<file path="src/rtl/fifo_ctl.sv">
// Parametrised synchronous FIFO with guarded push/pop, thresholds, optional
// first-word-fall-through read, synchronous flush and sticky error/peak status.
module fifo_ctl #(
    parameter int FD    = 8,
    parameter int DW    = 8,
    parameter int AF_TH = FD - 2,
    parameter int AE_TH = 1,
    parameter bit FWFT  = 1'b0
) (
    input  logic                  clk,
    input  logic                  reset,
    input  logic                  ffflush,
    input  logic                  ffwreq,
    input  logic [DW-1:0]         ffwdata,
    input  logic                  ffrreq,
    output logic [DW-1:0]         ffrdata,
    output logic                  ffrvld,
    output logic [$clog2(FD):0]   ffvcnt,
    output logic                  ffwfull,
    output logic                  ffrempty,
    output logic                  ffafull,
    output logic                  ffaempty,
    output logic                  ffovf,
    output logic                  ffudf,
    input  logic                  errclr,
    output logic [$clog2(FD):0]   ffpeak
);

    localparam int AW = $clog2(FD);
    localparam int CW = AW + 1;
    localparam logic [AW-1:0] PTR_LAST = AW'(FD - 1);
    localparam logic [CW-1:0] CNT_FULL = CW'(FD);
    localparam logic [CW-1:0] CNT_AF   = CW'(AF_TH);
    localparam logic [CW-1:0] CNT_AE   = CW'(AE_TH);

    logic [DW-1:0] mem_q [FD];
    logic [AW-1:0] wptr_q, wptr_d;
    logic [AW-1:0] rptr_q, rptr_d;
    logic [CW-1:0] cnt_q, cnt_d;
    logic [CW-1:0] peak_q, peak_d;
    logic          ovf_q, ovf_d;
    logic          udf_q, udf_d;
    logic          full, empty;
    logic          racc, wacc;

    // Pointers wrap explicitly at FD-1 so any depth works, not only powers of two.
    function automatic logic [AW-1:0] ptr_inc(input logic [AW-1:0] p);
        return (p == PTR_LAST) ? '0 : p + 1'b1;
    endfunction

    always_comb begin
        full  = (cnt_q == CNT_FULL);
        empty = (cnt_q == '0);
        racc  = ffrreq & ~empty & ~ffflush;
        wacc  = ffwreq & ~ffflush & (~full | racc);
    end

    always_comb begin
        wptr_d = wptr_q;
        rptr_d = rptr_q;
        cnt_d  = cnt_q;
        if (ffflush) begin
            wptr_d = '0;
            rptr_d = '0;
            cnt_d  = '0;
        end else begin
            if (wacc) wptr_d = ptr_inc(wptr_q);
            if (racc) rptr_d = ptr_inc(rptr_q);
            case ({wacc, racc})
                2'b10:   cnt_d = cnt_q + 1'b1;
                2'b01:   cnt_d = cnt_q - 1'b1;
                default: cnt_d = cnt_q;
            endcase
        end
    end

    // A new error in the same cycle as errclr leaves the flag set.
    always_comb begin
        ovf_d = (ffwreq & ~wacc & ~ffflush) | (ovf_q & ~errclr);
        udf_d = (ffrreq & ~racc & ~ffflush) | (udf_q & ~errclr);
        if (errclr)
            peak_d = cnt_d;
        else
            peak_d = (cnt_d > peak_q) ? cnt_d : peak_q;
    end

    always_ff @(posedge clk or posedge reset) begin
        if (reset) begin
            wptr_q <= '0;
            rptr_q <= '0;
            cnt_q  <= '0;
            peak_q <= '0;
            ovf_q  <= 1'b0;
            udf_q  <= 1'b0;
        end else begin
            wptr_q <= wptr_d;
            rptr_q <= rptr_d;
            cnt_q  <= cnt_d;
            peak_q <= peak_d;
            ovf_q  <= ovf_d;
            udf_q  <= udf_d;
        end
    end

    always_ff @(posedge clk or posedge reset) begin
        if (reset) begin
            for (int unsigned i = 0; i < FD; i++) mem_q[i] <= '0;
        end else if (wacc) begin
            mem_q[wptr_q] <= ffwdata;
        end
    end

    generate
        if (FWFT) begin : g_fwft
            assign ffrdata = mem_q[rptr_q];
            assign ffrvld  = ~empty;
        end else begin : g_reg
            logic [DW-1:0] rdata_q, rdata_d;
            logic          rvld_q, rvld_d;

            // On full with push+pop the read samples the old head before the write lands.
            always_comb begin
                rdata_d = rdata_q;
                rvld_d  = racc;
                if (racc) rdata_d = mem_q[rptr_q];
            end

            always_ff @(posedge clk or posedge reset) begin
                if (reset) begin
                    rdata_q <= '0;
                    rvld_q  <= 1'b0;
                end else begin
                    rdata_q <= rdata_d;
                    rvld_q  <= rvld_d;
                end
            end

            assign ffrdata = rdata_q;
            assign ffrvld  = rvld_q;
        end
    endgenerate

    assign ffvcnt   = cnt_q;
    assign ffwfull  = full;
    assign ffrempty = empty;
    assign ffafull  = (cnt_q >= CNT_AF);
    assign ffaempty = (cnt_q <= CNT_AE);
    assign ffovf    = ovf_q;
    assign ffudf    = udf_q;
    assign ffpeak   = peak_q;

endmodule
</file>
<file path="config.mk">
export PLATFORM = sky130hd
export DESIGN_NAME = fifo_ctl
export DESIGN_NICKNAME = d
export VERILOG_FILES = /design/src/rtl/fifo_ctl.sv
export SDC_FILE = /design/constraint.sdc
export NUM_CORES = 1
export LEC_CHECK = 0
export ABC_AREA = 1
export ABC_CLOCK_PERIOD_IN_PS = 6270
export CAP_MARGIN = 20
export CORE_ASPECT_RATIO = 0.6
export CORE_MARGIN = 2
export CORE_UTILIZATION = 44
export DETAILED_ROUTE_END_ITERATION = 12
export PLACE_DENSITY = 0.68
export SLEW_MARGIN = 30
export SYNTH_ARGS = -nofsm -noshare
export SYNTH_HDL_FRONTEND = slang
export SYNTH_SLANG_ARGS = --single-unit
</file>
<file path="constraint.sdc">
create_clock -name clk -period 6.27 [get_ports clk]
set_input_delay 1.5675 -clock clk [delete_from_list [all_inputs] [get_ports clk]]
set_output_delay 1.5675 -clock clk [all_outputs]
set_load 0.02 [all_outputs]
</file>
==> flow_metrics.py, run 1 <==
metrics = {
    "cells_and_area": {
        "final_util_pct": 51.9,
        "final_common_cell": "nand2_1",
        "nets": 574,
        "syn_to_final_growth_pct": 15.5,
        "fin_cells": 685,
        "final_cell_mix": "120 x nand2_1, 89 x dfrtp_1, 76 x o21ai_0",
        "drive_above_1_share_pct": 6.18,
        "antennaDiodeCount": 0,
    },
    "routing": {
        "drt_iter0_markers": 411,
        "drc_errors": 0,
        "vias": 3599,
        "routed_wl_mm": 10.8,
        "ant_nets": 0,
        "via_per_inst": 5.25,
        "firstDrtPassIters": 5,
        "routedWlPerCell_um": 15.7,
    },
    "place": {
        "place_congestion": 0.825,
        "dp.cells": 670,
        "place.port_buffers": 36,
        "dp_hpwl_mm": 7.11,
    },
    "logic_synthesis": {
        "syn-mean-instance-area_um2": 8.48,
        "synth_fp_nets": 546,
        "ys_types": 26,
        "synth_compound_area_share_pct": 14.4,
        "yosysWarnings": 0,
        "synth.mux.area_fraction_pct": 0,
        "synth_fa_ha_area_share_pct": 3.99,
        "ys_seq_area_share_pct": 50.7,
        "synthArstFlopShare_pct": 100,
        "syn_inst": 518,
        "synth_seq_cells": 89,
        "post_synth_and_or_nand_nor_area_fraction_pct": 23.7,
        "netlist_area_um2": 4390,
        "ys.flop_type": "dfrtp_1",
        "synth-edff-count": 0,
        "synth_top_family_by_area": "simple AND/OR/NAND/NOR gates",
        "synth_xor_area_share_pct": 0,
    },
    "clock_tree": {
        "path_clk_slew_ns": 0.06,
        "root_buffer": "clkbuf_16",
        "cts_setup_buffers": 0,
        "cts_made_buffers": 9,
        "cts_tree": "yes",
        "cts_hold_buf": 0,
        "h-tree-depth": 3,
        "cts_resized": 0,
        "clock-sinks": 89,
        "cts_buffer_depth": 2,
        "clock_latency_ns": 0.34,
    },
    "critical_path": {
        "cp_top_family": "simple AND/OR/NAND/NOR gates",
        "worst-setup-path-type": "in2reg",
        "cp-start-kind": "input pin",
        "crit_end": "ffpeak[2]",
        "worstPathCellList": "clkdlybuf4s50_1 -> inv_2 -> nand3_2 -> nand2_2 -> nand2_2 -> inv_1 -> ha_1 -> inv_1 -> o211ai_1 -> a21oi_1 -> inv_1 -> ha_1 -> inv_1 -> nand2_1 -> nand2_1 -> nand2_1 -> nand2_1 -> nand2_1 -> nand2_1 -> inv_1 -> nand2_1 -> nand2_1",
        "cp-startpoint": "ffflush",
        "cp-end-kind": "register",
        "cp_slowest_cell": "clkdlybuf4s50_1",
        "crit_path_frequent_cell": "nand2_1",
        "critPathArrivalTime_ns": 4.98,
        "path_buf_inv": 7,
        "r2r_start": "ffvcnt[0]",
        "cp.required_ns": 6.50,
        "cpPeakStageDelay_ns": 0.47,
        "path_depth": 22,
        "r2r_end": "ffpeak[2]",
        "ff2ff_path_depth": 23,
        "critPathMaxFanout": 11,
        "reg2reg_slack_ns": 2.48,
    },
    "job": {
        "drv_cap": 0,
    },
    "floorplanning": {
        "initial_core_util_pct": 44.9,
        "die_h_um": 81.4,
        "coreArea_um2": 9770,
        "die_area_um2": 10800,
        "row_count": 28,
        "pin_count": 37,
        "fp.dieW_um": 133,
    },
    "power": {
        "p_comb_share_pct": 27.6,
        "ir_worst_vdd_mv": 0.185,
        "p_leak_nw": 2.38,
        "clock_power_share_pct": 29.1,
        "p_per_area_nw_per_um2": 356,
        "p_int_w": 0.00121,
        "power_switching_w": 0.000598,
        "p_seq_share_pct": 43.3,
        "p_sw_share_pct": 33.1,
    },
    "hold_path": {
        "hold_path_depth": 2,
        "hp-class": "reg2reg",
    },
    "timing": {
        "rsz0062_at_grt": "no",
        "drv_slew": 0,
        "period_minus_slack_ns": 4.75,
        "fin_skew_ns": 0.00833,
        "tightest_slew_ns": 0.958,
        "hold_viol_final": 0,
        "setup_viol": 0,
        "fin_tns_setup_ns": 0,
        "slew_headroom_pct": 36.2,
        "max_freq_mhz": 211,
        "min_period_over_period_pct": 75.7,
    },
    "grt": {
        "overflow": 0,
        "antenna_found_initial": 0,
        "grt_max_degree": 51,
        "grt_pass1_vias": 3200,
        "grt_pass1_wl_mm": 17.0,
        "grtUsageTotal_pct": 20.8,
    },
    "status": {
        "outcome": "completed",
    },
}
state kept, by name (all words and copies together), names as in the netlist:
name,count
ffvcnt,4
mem_q,64
ffrdata,8
ffudf,1
ffovf,1
ffpeak,4
rptr_q,3
wptr_q,3
ffrvld,1
metal layers:
metal / part of all wire (%) / GRT usage, % / vias up / wire length (µm)
li1: - / - / 1757 / -
met4: 0.82 / 4.73 / 0 / 88
met5: 0 / 0 / - / 0
met1: 48 / 29.7 / 1685 / 5160
met3: 8.8 / 7.12 / 11 / 942
met2: 42 / 30.5 / 146 / 4560
worst min path at each step:
stage / slack, ns / end / start
2_1_floorplan: 0.45 / mem_q[23] / mem_q[23]
3_3_place_gp: 0.46 / mem_q[8] / mem_q[8]
3_5_place_dp: 0.47 / mem_q[20] / mem_q[20]
4_1_cts: 0.48 / mem_q[20] / mem_q[20]
5_1_grt: 0.50 / mem_q[20] / mem_q[20]
6_report: 0.49 / mem_q[52] / mem_q[52]
kinds of logic after synthesis:
group	Yosys count
AND/OR/NAND/NOR	233
adder cells (fa/ha/maj)	14
AO/OA/AOI/OAI	121
buffers and inverters	61
flip-flops	89
Yosys cell counts, types with 2 or more instances:
master	number	area [µm²]
nand2_1	120	450
dfrtp_1	89	2230
o21ai_0	76	380
nor2_1	68	255
inv_1	36	135
nand3_1	30	150
o21ai_1	29	145
ha_1	14	175
clkbuf_1	9	33.8
o211ai_1	9	67.6
buf_6	7	78.8
nand3_4	7	123
a21oi_1	6	30.0
buf_2	3	15.0
clkinv_1	2	7.51
nand2_2	2	12.5
nand4_1	2	12.5
power by group through the flow:
| stage | Sequential [W] | Combinational, W | Clock (W) |
|---|---|---|---|
| 2_1_floorplan | 0.000816 | 0.000301 | 0 |
| 3_3_place_gp | 0.000789 | 0.000482 | 0 |
| 3_5_place_dp | 0.000793 | 0.000497 | 0 |
| 4_1_cts | 0.000783 | 0.000501 | 0.000536 |
| 5_1_grt | 0.000800 | 0.000562 | 0.000559 |
| 6_report | 0.000783 | 0.000499 | 0.000525 |
layout make-up:
cell class	instances	area, µm²
multi-input combinational	368	1850
fill	905	4700
clock inverter	6	60.1
sequential	89	2230
tap	135	169
clock buffer	9	225
timing repair buffer	38	375
inverter	40	165
stage by stage:
stage	cell area, µm²	setup WS [ns]	hold WS [ns]	total power [W]
5_1_grt	5070	1.22	0.502	0.00192
3_5_place_dp	4790	1.19	0.468	0.00129
3_3_place_gp	4790	1.46	0.461	0.00127
4_1_cts	5070	1.55	0.484	0.00182
6_report	5070	1.52	0.485	0.00181
2_1_floorplan	4390	2.40	0.448	0.00112
worst register-to-register path: cells and delay by family, from the launching register on:
| kind | cells | cell delay (ns) |
|---|---|---|
| buffers and inverters | 6 | 0.67 |
| adder cells (fa/ha/maj) | 3 | 0.73 |
| flip-flops | 1 | 0.46 |
| AO/OA/AOI/OAI | 2 | 0.40 |
| AND/OR/NAND/NOR | 12 | 1.41 |
No activity file was read; power rests on OpenSTA's default activity.
==> run 2, diff against run 1 <==
--- a/config.mk
+++ b/config.mk
@@ -6,7 +6,7 @@
 export NUM_CORES = 1
 export LEC_CHECK = 0
 export ABC_AREA = 1
-export ABC_CLOCK_PERIOD_IN_PS = 6270
+export ABC_CLOCK_PERIOD_IN_PS = 4800
 export CAP_MARGIN = 20
 export CORE_ASPECT_RATIO = 0.6
 export CORE_MARGIN = 2
==> constraint.sdc (replaced) <==
create_clock -name clk -period 4.8 [get_ports clk]
set_input_delay 1.2 -clock clk [delete_from_list [all_inputs] [get_ports clk]]
set_output_delay 1.2 -clock clk [all_outputs]
set_load 0.02 [all_outputs]
==> run 2 against run 1 <==
  * Utilization increased by 0.20 points
  * Global-route usage rose by 0.074 points
  * Routed wire length shrank 2.4%
  * Clock power is 26% higher
  * Combinational power rose by 32%
  * Sequential share of layout area shrank 0.17 points
  * Sequential cell count stayed put
  * Highest routed layer unchanged
==> flow_metrics.py, run 2 (same netlist as run 1, synthesis figures left out) <==
metrics = {
    "status": {
        "outcome": "completed",
    },
    "critical_path": {
        "path_depth": 22,
        "reg2reg_slack_ns": 1.38,
        "worst-setup-path-type": "in2reg",
        "cp_top_family": "buffers and inverters",
        "critPathArrivalTime_ns": 4.19,
        "ff2ff_path_depth": 23,
        "cp.required_ns": 5.03,
        "worstPathCellList": "clkdlybuf4s50_1 -> inv_2 -> nand3_2 -> nand2_2 -> nand2_2 -> inv_1 -> ha_1 -> inv_1 -> o211ai_1 -> a21oi_1 -> inv_1 -> ha_1 -> inv_1 -> nand2_1 -> nand2_1 -> nand2_1 -> nand2_1 -> nand2_1 -> nand2_1 -> inv_1 -> nand2_1 -> nand2_1",
        "cp_slowest_cell": "clkdlybuf4s50_1",
        "cp-startpoint": "ffflush",
        "path_buf_inv": 7,
        "critPathMaxFanout": 11,
        "crit_path_frequent_cell": "nand2_1",
        "cpPeakStageDelay_ns": 0.47,
        "r2r_start": "ffvcnt[0]",
        "cp-end-kind": "register",
        "cp-start-kind": "input pin",
    },
    "floorplanning": {
        "die_h_um": 81.4,
        "initial_core_util_pct": 44.9,
        "fp.dieW_um": 133,
        "coreArea_um2": 9770,
        "die_area_um2": 10800,
        "row_count": 28,
        "pin_count": 37,
    },
    "power": {
        "p_per_area_nw_per_um2": 460,
        "ir_worst_vdd_mv": 0.208,
        "p_leak_nw": 2.39,
    },
    "routing": {
        "ant_nets": 0,
        "routed_wl_mm": 10.5,
        "vias": 3585,
        "firstDrtPassIters": 5,
        "drc_errors": 0,
        "routedWlPerCell_um": 15.3,
        "drt_iter0_markers": 343,
        "via_per_inst": 5.21,
    },
    "cells_and_area": {
        "final_cell_mix": "120 x nand2_1, 89 x dfrtp_1, 76 x o21ai_0",
        "nets": 577,
        "antennaDiodeCount": 0,
        "final_common_cell": "nand2_1",
        "drive_above_1_share_pct": 6.33,
        "largest_register_ffs": 64,
        "top_register": "mem_q",
        "stdcell_area_um2": 5090,
        "syn_to_final_growth_pct": 15.9,
    },
    "grt": {
        "grt_max_degree": 46,
        "antenna_found_initial": 0,
        "grtUsageTotal_pct": 20.8,
        "grt_pass1_vias": 3366,
        "grt_pass1_wl_mm": 17.1,
        "overflow": 0,
    },
    "timing": {
        "max_freq_mhz": 253,
        "fin_tns_setup_ns": 0,
        "period_minus_slack_ns": 3.96,
        "fin_skew_ns": 0.00634,
        "slew_headroom_pct": 37.0,
        "hold_viol_final": 0,
        "tightest_slew_ns": 0.939,
        "min_period_over_period_pct": 82.5,
        "whs_ns": 0.484,
        "setup_viol": 0,
        "rsz0062_at_grt": "no",
        "drv_slew": 0,
    },
    "clock_tree": {
        "root_buffer": "clkbuf_16",
        "cts_hold_buf": 0,
        "clock-sinks": 89,
        "clock_latency_ns": 0.34,
        "cts_resized": 0,
        "path_clk_slew_ns": 0.06,
        "cts_setup_buffers": 0,
        "h-tree-depth": 3,
        "cts_made_buffers": 9,
        "cts_tree": "yes",
        "cts_buffer_depth": 2,
    },
    "hold_path": {
        "hp-class": "reg2reg",
        "worstHoldStart": "mem_q[15]",
        "hold_path_depth": 2,
    },
    "place": {
        "dp_hpwl_mm": 7.22,
        "place.port_buffers": 36,
        "placedInstanceArea_um2": 4810,
        "place_congestion": 0.846,
    },
    "job": {
        "drv_cap": 0,
    },
}
==> run 2: changes by cell type in the layout (fill, tap and decap cells not counted), sizes merged <==
cell and change:
buf +3, bufinv -1, clkbuf +4, clkinv -1
clkinvlp -1, inv -1
==> run 2: per-layer routing <==
metal  vias up  share of wire [%]  GRT usage (%)
met1      1708                 51           31.1
met3        10                5.9           4.87
met2       116                 42           30.4
li1       1751                  -              -
met4         0               0.81           5.70
met5         -                  0              0
==> run 2: worst paths after layout <==
path,end
setup / recovery,ffpeak[3]
hold / removal,mem_q[15]
setup reg to reg,ffpeak[3]
hold reg to reg,mem_q[15]
max in group asynchronous,mem_q[22]
min in group asynchronous,mem_q[29]
==> run 2: report_power, final <==
part	switching (W)	total, W	internal [W]	leakage [nW]
sequential	0.000105	0.00103	0.000922	1.19
clock	0.000271	0.000660	0.000389	0.138
combinational	0.000394	0.000657	0.000263	1.06
==> run 2: tightest hold or removal path: cells and delay by family (launching register included) <==
kind	cells	cell delay, ns
flops	1	0.34
compound gates	1	0.06
simple gates	1	0.05
==> run 2: stage by stage <==
step / power (W) / cells / setup WS, ns / util, %
final: 0.00234 / 688 / 0.840 / 52.1
after global routing: 0.00250 / 688 / 0.522 / 52.1
after CTS: 0.00236 / 688 / 0.866 / 52.1
after detailed placement: 0.00169 / 673 / 0.539 / 49.2
after global placement: 0.00167 / 673 / 0.699 / 49.2
after floorplan: 0.00146 / 518 / 1.29 / -
==> run 2: area by class of cell <==
type / count / area [µm²]
Sequential cell: 89 / 2230
Fill cell: 908 / 4680
Inverter: 40 / 165
Clock buffer: 13 / 270
Clock inverter: 2 / 12.5
Tap cell: 135 / 169
Timing Repair Buffer: 41 / 398
Multi-Input combinational cell: 368 / 1850
